File: config.mk
export PLATFORM = sky130hd
export DESIGN_NAME = dot_matrix_frame_arbiter
export DESIGN_NICKNAME = d
export VERILOG_FILES = /design/src/rtl/dot_matrix_frame_arbiter.sv
export SDC_FILE = /design/constraint.sdc
export NUM_CORES = 1
export LEC_CHECK = 0
export ABC_AREA = 1
export ABC_CLOCK_PERIOD_IN_PS = 3060
export CAP_MARGIN = 10
export CORE_MARGIN = 1.5
export CORE_UTILIZATION = 45
export DETAILED_ROUTE_END_ITERATION = 6
export HOLD_SLACK_MARGIN = 0.12
export PLACE_DENSITY_LB_ADDON = 0.12
export SYNTH_ARGS = -nofsm -noshare
export SYNTH_HDL_FRONTEND = slang
export SYNTH_SLANG_ARGS = --single-unit
File: constraint.sdc
create_clock -name clk_in -period 3.06 [get_ports clk_in]
set_input_delay 0.612 -clock clk_in [delete_from_list [all_inputs] [get_ports clk_in]]
set_output_delay 0.612 -clock clk_in [all_outputs]
set_load 0.1 [all_outputs]
File: src/rtl/dot_matrix_frame_arbiter.sv
// dot_matrix_frame_arbiter: shares the 8x8 R/G frame bus between a status client (A) and a pre-empting alarm client (B)
module dot_matrix_frame_arbiter #(
    parameter int HOLD_TICKS  = 50,
    parameter int BLINK_TICKS = 25,
    parameter int CNT_W       = 8
) (
    input  logic        clk_in,
    input  logic        rst,
    input  logic        a_valid,
    output logic        a_ready,
    input  logic [63:0] a_R,
    input  logic [63:0] a_G,
    input  logic        b_valid,
    output logic        b_ready,
    input  logic [63:0] b_R,
    input  logic [63:0] b_G,
    input  logic        b_blink,
    input  logic        b_release,
    output logic [63:0] dot_matrix_R,
    output logic [63:0] dot_matrix_G,
    output logic [1:0]  owner,
    output logic        frame_update
);
    typedef enum logic [1:0] {IDLE, SHOW_A, SHOW_B} state_t;
    state_t state, state_nxt;
    logic a_xfer, b_xfer, exit_b, wrap;
    logic sh_valid, bq_blink, bq_blink_nxt, hidden, hidden_nxt, rel_pend;
    logic [63:0] sh_R, sh_G, bq_R, bq_G, sh_R_nxt, sh_G_nxt, bq_R_nxt, bq_G_nxt, R_nxt, G_nxt;
    logic [CNT_W-1:0] hold_cnt, blink_cnt, blink_cnt_nxt;
    logic [1:0] owner_nxt;
    assign a_xfer = a_valid & a_ready;
    assign b_xfer = b_valid & b_ready;
    // a fresh B frame always outranks a pending release
    assign exit_b = state == SHOW_B && hold_cnt == '0 && rel_pend && !b_xfer;
    assign wrap   = blink_cnt == CNT_W'(BLINK_TICKS - 1);
    always_ff @(posedge clk_in) begin
        if (rst) begin
            state        <= IDLE;
            sh_valid     <= 1'b0;
            sh_R         <= '0;
            sh_G         <= '0;
            bq_R         <= '0;
            bq_G         <= '0;
            bq_blink     <= 1'b0;
            hidden       <= 1'b0;
            blink_cnt    <= '0;
            hold_cnt     <= '0;
            rel_pend     <= 1'b0;
            dot_matrix_R <= '0;
            dot_matrix_G <= '0;
            owner        <= 2'b00;
            frame_update <= 1'b0;
        end else begin
            state        <= state_nxt;
            sh_valid     <= sh_valid | a_xfer;
            sh_R         <= sh_R_nxt;
            sh_G         <= sh_G_nxt;
            bq_R         <= bq_R_nxt;
            bq_G         <= bq_G_nxt;
            bq_blink     <= bq_blink_nxt;
            hidden       <= hidden_nxt;
            blink_cnt    <= blink_cnt_nxt;
            hold_cnt     <= b_xfer ? CNT_W'(HOLD_TICKS) :
                            (state == SHOW_B && hold_cnt != '0) ? hold_cnt - 1'b1 : hold_cnt;
            rel_pend     <= (b_xfer || exit_b) ? 1'b0 : (state == SHOW_B && b_release) ? 1'b1 : rel_pend;
            dot_matrix_R <= R_nxt;
            dot_matrix_G <= G_nxt;
            owner        <= owner_nxt;
            frame_update <= R_nxt != dot_matrix_R || G_nxt != dot_matrix_G || owner_nxt != owner;
        end
    end
    always_comb begin
        state_nxt = state;
        if (b_xfer)
            state_nxt = SHOW_B;
        else if (state == IDLE && a_xfer)
            state_nxt = SHOW_A;
        else if (exit_b)
            state_nxt = sh_valid ? SHOW_A : IDLE;
    end
    // outputs are computed from the next state so a frame is visible the cycle after its transfer
    always_comb begin
        a_ready       = !rst && state != SHOW_B;
        b_ready       = !rst;
        sh_R_nxt      = a_xfer ? a_R : sh_R;
        sh_G_nxt      = a_xfer ? a_G : sh_G;
        bq_R_nxt      = b_xfer ? b_R : bq_R;
        bq_G_nxt      = b_xfer ? b_G : bq_G;
        bq_blink_nxt  = b_xfer ? b_blink : bq_blink;
        blink_cnt_nxt = (b_xfer || !bq_blink || state != SHOW_B || wrap) ? '0 : blink_cnt + 1'b1;
        hidden_nxt    = (b_xfer || !bq_blink || state != SHOW_B) ? 1'b0 : hidden ^ wrap;
        R_nxt         = state_nxt == SHOW_B ? (hidden_nxt ? '0 : bq_R_nxt) : state_nxt == SHOW_A ? sh_R_nxt : '0;
        G_nxt         = state_nxt == SHOW_B ? (hidden_nxt ? '0 : bq_G_nxt) : state_nxt == SHOW_A ? sh_G_nxt : '0;
        owner_nxt     = state_nxt == SHOW_B ? 2'b10 : state_nxt == SHOW_A ? 2'b01 : 2'b00;
    end
endmodule
==> results of run 1 <==
## path summary, 6_finish.rpt
| check | endpoint | slack, ns | depth (start not counted) |
|---|---|---|---|
| max | frame_update | 0.12 | 21 |
| min | rel_pend | 0.46 | 2 |
| max reg2reg | frame_update | 0.12 | 21 |
| min reg2reg | rel_pend | 0.46 | 2 |
## cell families (layout without fill, tap and decap cells)
family                     Yosys count  after routing  share of synthesized area (%)
AOI/OAI and AO/OA                  359            359                           9.46
xor gates and xnor gates             5              5                          0.226
adders and majority gates            4              4                          0.258
buffers and inverters              542           1172                           10.9
DFF                                409            409                           42.2
muxes                               52             52                           2.68
other                                0              5                              0
and+or+nand+nor                   1473           1473                           34.3
## what timing repair did
action / 4_1_cts / 5_1_grt
buffers inserted: 0 / 5
setup endpoints to repair: 0 / 1
resized for setup: 0 / 33
## flip-flops by register name, summed over array words and instances, names as in the netlist
name          count
dot_matrix_R     64
sh_valid          1
hidden            1
rel_pend          1
dot_matrix_G     64
bq_blink          1
bq_G             64
blink_cnt         8
owner             2
hold_cnt          8
sh_R             64
frame_update      1
sh_G             64
state             2
bq_R             64
## per-layer routing
metal / vias to the layer above / track usage (%)
met5: - / 0
li1: 10000 / -
met4: 2 / 23.6
met2: 594 / 59.0
met3: 213 / 8.16
met1: 9165 / 32.5
## through the flow
| step | instances | utilization (%) | TNS (ns) | worst slack, ns |
|---|---|---|---|---|
| floorplan | 2844 | - | 0 | 0.0340 |
| global placement | 3927 | 60.6 | -0.581 | -0.581 |
| detailed placement | 3927 | 60.6 | -0.570 | -0.570 |
| CTS | 4005 | 64.1 | 0 | 0.0253 |
| global route | 4013 | 64.6 | -0.0256 | -0.0256 |
| finish | 4018 | 64.6 | 0 | 0.119 |
## power by group
group	total, W	internal, W	switching, W
Sequential	0.00580	0.00565	0.000142
Clock	0.00543	0.00317	0.00225
Combinational	0.00389	0.00150	0.00239
## worst min-delay path, cell delays in order (launching register included)
cell,delay [ns]
dfxtp_1,0.29
inv_1,0.06
a211oi_1,0.06
## Yosys cell counts (all sizes together), types with 2 or more instances
library cell / count / area [um^2]
inv: 401 / 1510
nand3: 149 / 751
nor2: 369 / 1400
nand2: 658 / 2500
xnor2: 2 / 17.5
nor3b: 5 / 37.5
a21o: 2 / 15.0
dfxtp: 409 / 8190
ha: 4 / 50.1
o21ai: 211 / 1060
xor2: 3 / 26.3
a21oi: 131 / 656
clkbuf: 85 / 324
buf: 56 / 284
mux2i: 52 / 521
or2: 176 / 1100
nor3: 5 / 36.3
nand3b: 106 / 796
o21a: 10 / 75.1
a31oi: 2 / 12.5
nand4: 4 / 25.0
## final cells by class
class	count	area (um^2)	share of cell area [%]
multi-input combinational	1893	9210	33.7
tap	539	674	2.47
antenna	5	12.5	0.0458
clock inverter	8	73.8	0.270
inverter	401	1510	5.53
sequential	409	8190	30.0
clock buffer	70	1380	5.06
timing repair buffer	693	6250	22.9
==> metrics, run 1 <==
DP Area 25600 um^2; DR iter-0 viols 1322; crit path kind flip-flop to flip-flop; largest net degree at the start of global routing 170; nets@finish 3710; Max Slew Vio Count 0; H-tree Lvls 2; CP arrival 3.38 ns; HPWL after DPL 57400 um; Global Route Usage Sum 32.6%; HP Class flip-flop to flip-flop; CP required 3.50 ns; crit-path max cell delay 0.33 ns; Post-Syn Area 19400 um^2; worst slew pin tran 0.922 ns; Area Overhead vs Synth 40.7%; count of final hold-check violations 0; CTS root buf clkbuf_16; Synth cell types 40; DR WL met3 4980 um; VDD IR max 0.372 mV; DIE AREA 44400 um^2; Worst-path clk slew 0.06 ns; total number of vias 20000; M1 wire length 26800 um; Antenna Violating Nets Remaining 0; Worst Skew 0.0115 ns; sequential area share after synthesis 42.2%; Top delay family on crit path simple AND/OR/NAND/NOR gates; Die W 211 um; commonest non-fill, non-tap cell in the layout nand2_1; DRC 0; num ports 395; gate count after technology mapping 2844; PwrDens 554 nW/um^2; Slew HR 38.5%; vias in the first global route 19800; most frequent cells in the layout nand2_1, dfxtp_1, buf_4; top layer reached by signal wires met5; P_leak 14.0 nW; CP max-delay cell dfxtp_2; syn avg cell area 6.82 um^2; status completed; Syn. warnings 0; gp weighted congestion 0.927; vias per cell 4.97; Finished Cell Area 27300 um^2; crit share post-route 96.1%; die height 211 um; FF+latch count, synth 409; CTS buffer count 46; Async S/R FF share, synth 0%; Post-synth EDFFs 0; # rows 75; final setup fails 0; Routed WL per cell 18.4 um; met2 routed WL 36500 um; # fillers 3883; crit-path cells inv_2, ha_2, nand2_2, nor2_4, nand2_1, inv_2, nor2_4, nor2_4, nand2_8, clkbuf_16, or2_2, nand2_1, nand2_1, nand2_1, nand2_1, nor2_1, nand2_1, nor2_1, nand3_1, nor2_1, nor2_1; fin crit period 2.94 ns; Clock Sinks 409; CTS tree built; worst-path fanout max 21; initial cell density of the core 46.0%; reg-to-reg startpoint hold_cnt[1]; Post-CTS Hold Buffers 0; layout cells sized above 1 19.0%; Pre-antenna DRT Iters 5; clk buf depth 3; initial antenna violation count 6; Hold Startpoint rel_pend; CP endpoint kind flip-flop; GR Overflow Total 0; syn nets 3110; Total Power 0.0151 W; crit path buf inv count 3; CP Launch Point hold_cnt[1]; first-pass GRT wire length 109000 um; IO buf count 394; worst-skew pair later-pin latency 0.58 ns; Core ar. 42200 um^2; cell mode on critical path nand2_1; total wire length 74000 um; max cap viols 0; Main synth FF type dfxtp_1; fmax 340 MHz; hold slack 0.457 ns; Setup crit start kind flip-flop
Note: power is estimated with default switching activity, not from simulation.
==> run 2: changes to the inputs <==
--- a/config.mk
+++ b/config.mk
@@ -12,6 +12,7 @@
 export CORE_UTILIZATION = 45
 export DETAILED_ROUTE_END_ITERATION = 6
 export HOLD_SLACK_MARGIN = 0.12
+export MAX_ROUTING_LAYER = met4
 export PLACE_DENSITY_LB_ADDON = 0.12
 export SYNTH_ARGS = -nofsm -noshare
 export SYNTH_HDL_FRONTEND = slang
==> run 2 against run 1 <==
  * Sequential share of layout area fell by 0.41 points
  * Die area did not move
  * Final area rose by 1.4%
  * Flip-flop and latch count did not move
  * Critical path depth did not move
  * Routed wire length rose by 1.9%
  * First-iteration DRC count rose by 15%
  * Total power rose by 3.3%
  * Clock power rose by 8.7%
  * Clock-buffer cell count fell by 4
  * Cell count rose by 0.40%
  * Combinational power barely moved
  * Largest cell class unchanged
==> metrics, run 2 (synthesized netlist as in run 1, its figures left out) <==
worst reg2reg path depth 21 (unchanged); HPWL after DPL 57600 um (+0.38%); initial cell density of the core 46.0% (unchanged); gp weighted congestion 0.957 (+3.3%); most frequent cells in the layout nand2_1, buf_4, dfxtp_1; Routed WL per cell 18.7 um (+1.5%); Util after Layout 65.6% (+0.91 points); Total Power 0.0156 W (+3.3%); combinational share of power 25.1% (-0.6 points); worst slew pin tran 1.01 ns (+0.0923 ns); Core ar. 42200 um^2 (unchanged); clk buf depth 3 (unchanged); Clock Sinks 409 (unchanged); nets@finish 3724 (+0.38%); switching power 0.00487 W (+1.8%); CTS tree built; hold endpoint hold_cnt[1]; CP required 3.50 ns (about the same); Area Overhead vs Synth 42.7%; R2R Setup Slk 0.13 ns (about the same); DIE AREA 44400 um^2 (unchanged); Hold Path Depth 3 (+1); P_leak 14.2 nW (+1.4%); CTS root buf clkbuf_16; fin crit period 2.93 ns (-0.0128 ns); worst-path fanout max 11 (-48%); initial antenna violation count 5 (-1); GR Overflow Total 0 (unchanged); Internal 0.0107 W (+4.0%); switching part of the total 31.2% (-0.46 points); CTS buffer count 46 (unchanged); fmax 342 MHz (+0.44%); CP arrival 3.36 ns (-0.02 ns); status completed; Die W 211 um (unchanged); vias in the first global route 19500 (-1.4%); DRC 0 (unchanged); Setup crit start kind flip-flop; worst-skew pair later-pin latency 0.59 ns (about the same); HP Class input port to flip-flop; Max Slew Vio Count 0 (unchanged); Slew HR 32.4% (-6.2 points); Worst-path clk slew 0.06 ns (about the same); vias per cell 4.97 (-0.11%); VDD IR max 0.405 mV (+8.9%); Fin Setup TNS 0 ns (unchanged); num ports 395 (unchanged); IO buf count 394 (unchanged); Pre-antenna DRT Iters 6 (+1); clock power share 37.8% (+1.9 points); Hold Startpoint rst; r2r endpoint frame_update; Global Route Usage Sum 33.9% (+1.2 points); reg-to-reg startpoint state[0]; CP endpoint kind flip-flop; final setup fails 0 (unchanged); max cap viols 0 (unchanged); cell mode on critical path nor2_1; crit-path cells inv_2, nand2_4, inv_1, nor2_4, buf_4, nand2_4, buf_4, nand2_1, o21ai_0, buf_4, nand3b_1, nand3_1, nand2_1, nor2_1, nand2_1, nor2_1, nand2_1, nor2_1, nand3_1, nor2_1, nor2_1; H-tree Lvls 2 (unchanged); CP max-delay cell dfxtp_1; # rows 75 (unchanged); first-pass GRT wire length 110000 um (+0.81%); layout cells sized above 1 20.1% (+1.1 points); part of the power in registers 37.2% (-1.1 points); PwrDens 564 nW/um^2 (+1.8%); Worst Skew 0.0139 ns (+0.00236 ns); count of final hold-check violations 0 (unchanged); total number of vias 20000 (+0.29%); total wire length 75400 um (+1.9%); DR iter-0 viols 1518 (+15%); Antenna Violating Nets Remaining 0 (unchanged); commonest non-fill, non-tap cell in the layout nand2_1; crit share post-route 95.7% (-0.42 points); die height 211 um (unchanged); crit-path max cell delay 0.34 ns (about the same); crit path kind flip-flop to flip-flop; largest net degree at the start of global routing 94 (-45%)
## run 2: changes by cell type in the layout (fill, tap and decap cells not counted), moves of 7 or more
cell       previous run  this run
buf_4               401       412
nand2_1             650       643
clkbuf_16            50        57
buf_12               26        19
clkbuf_1             11         3
## run 2: power groups by stage
stage / clock network (W) / logic [W] / registers (W)
4_1_cts: 0.00597 / 0.00376 / 0.00579
3_5_place_dp: 0 / 0.00373 / 0.00591
6_report: 0.00590 / 0.00392 / 0.00580
5_1_grt: 0.00615 / 0.00423 / 0.00583
3_3_place_gp: 0 / 0.00371 / 0.00589
2_1_floorplan: 0 / 0.00151 / 0.00658
## run 2: worst max-delay path by stage
stage	endpoint	slack [ns]	cells after the start	startpoint
2_1_floorplan	frame_update	0.03	15	rst
3_3_place_gp	frame_update	-0.70	22	b_valid
3_5_place_dp	frame_update	-0.72	20	b_valid
4_1_cts	frame_update	0.006	22	hold_cnt[1]
5_1_grt	frame_update	-0.03	20	state[0]
6_report	frame_update	0.13	21	state[0]
## run 2: through the flow
| step | cells | hold slack, ns | instance area [um^2] | setup WS, ns |
|---|---|---|---|---|
| after global placement | 3914 | 0.444 | 25400 | -0.698 |
| after floorplan | 2844 | 0.430 | 19400 | 0.0340 |
| final | 4034 | 0.317 | 27700 | 0.132 |
| after detailed placement | 3914 | 0.449 | 25400 | -0.720 |
| after global routing | 4034 | 0.309 | 27700 | -0.0252 |
| after CTS | 3997 | 0.304 | 27100 | 0.00552 |
## run 2: area by class of cell
class                           count  area (um^2)
Antenna cell                        5         12.5
Clock buffer                       66         1430
Clock inverter                     14          178
Fill cell                        3784        14500
Inverter                          401         1510
Multi-Input combinational cell   1894         9330
Sequential cell                   409         8190
Tap cell                          539          674
Timing Repair Buffer              706         6360
## run 2: worst max-delay path: cells and delay by family (launching register included)
| kind | cells | cell delay (ns) |
|---|---|---|
| and+or+nand+nor | 15 | 1.72 |
| buffers and inverters | 5 | 0.65 |
| DFF | 1 | 0.34 |
| AOI/OAI and AO/OA | 1 | 0.06 |
## run 2: what timing repair did
item | CTS | global route
hold buffers | 0 | 0
gates resized for setup | 9 | 60
setup buffers | 3 | 26
setup endpoints to repair | 1 | 1
cloned | 0 | 9
pin swaps | 2 | 23
## run 2: metal layers
layer  track usage (%)  wire length, um
met3              7.40             4970
met1              34.1            27500
met5                 -                0
met4              18.7             4740
met2              60.9            38100
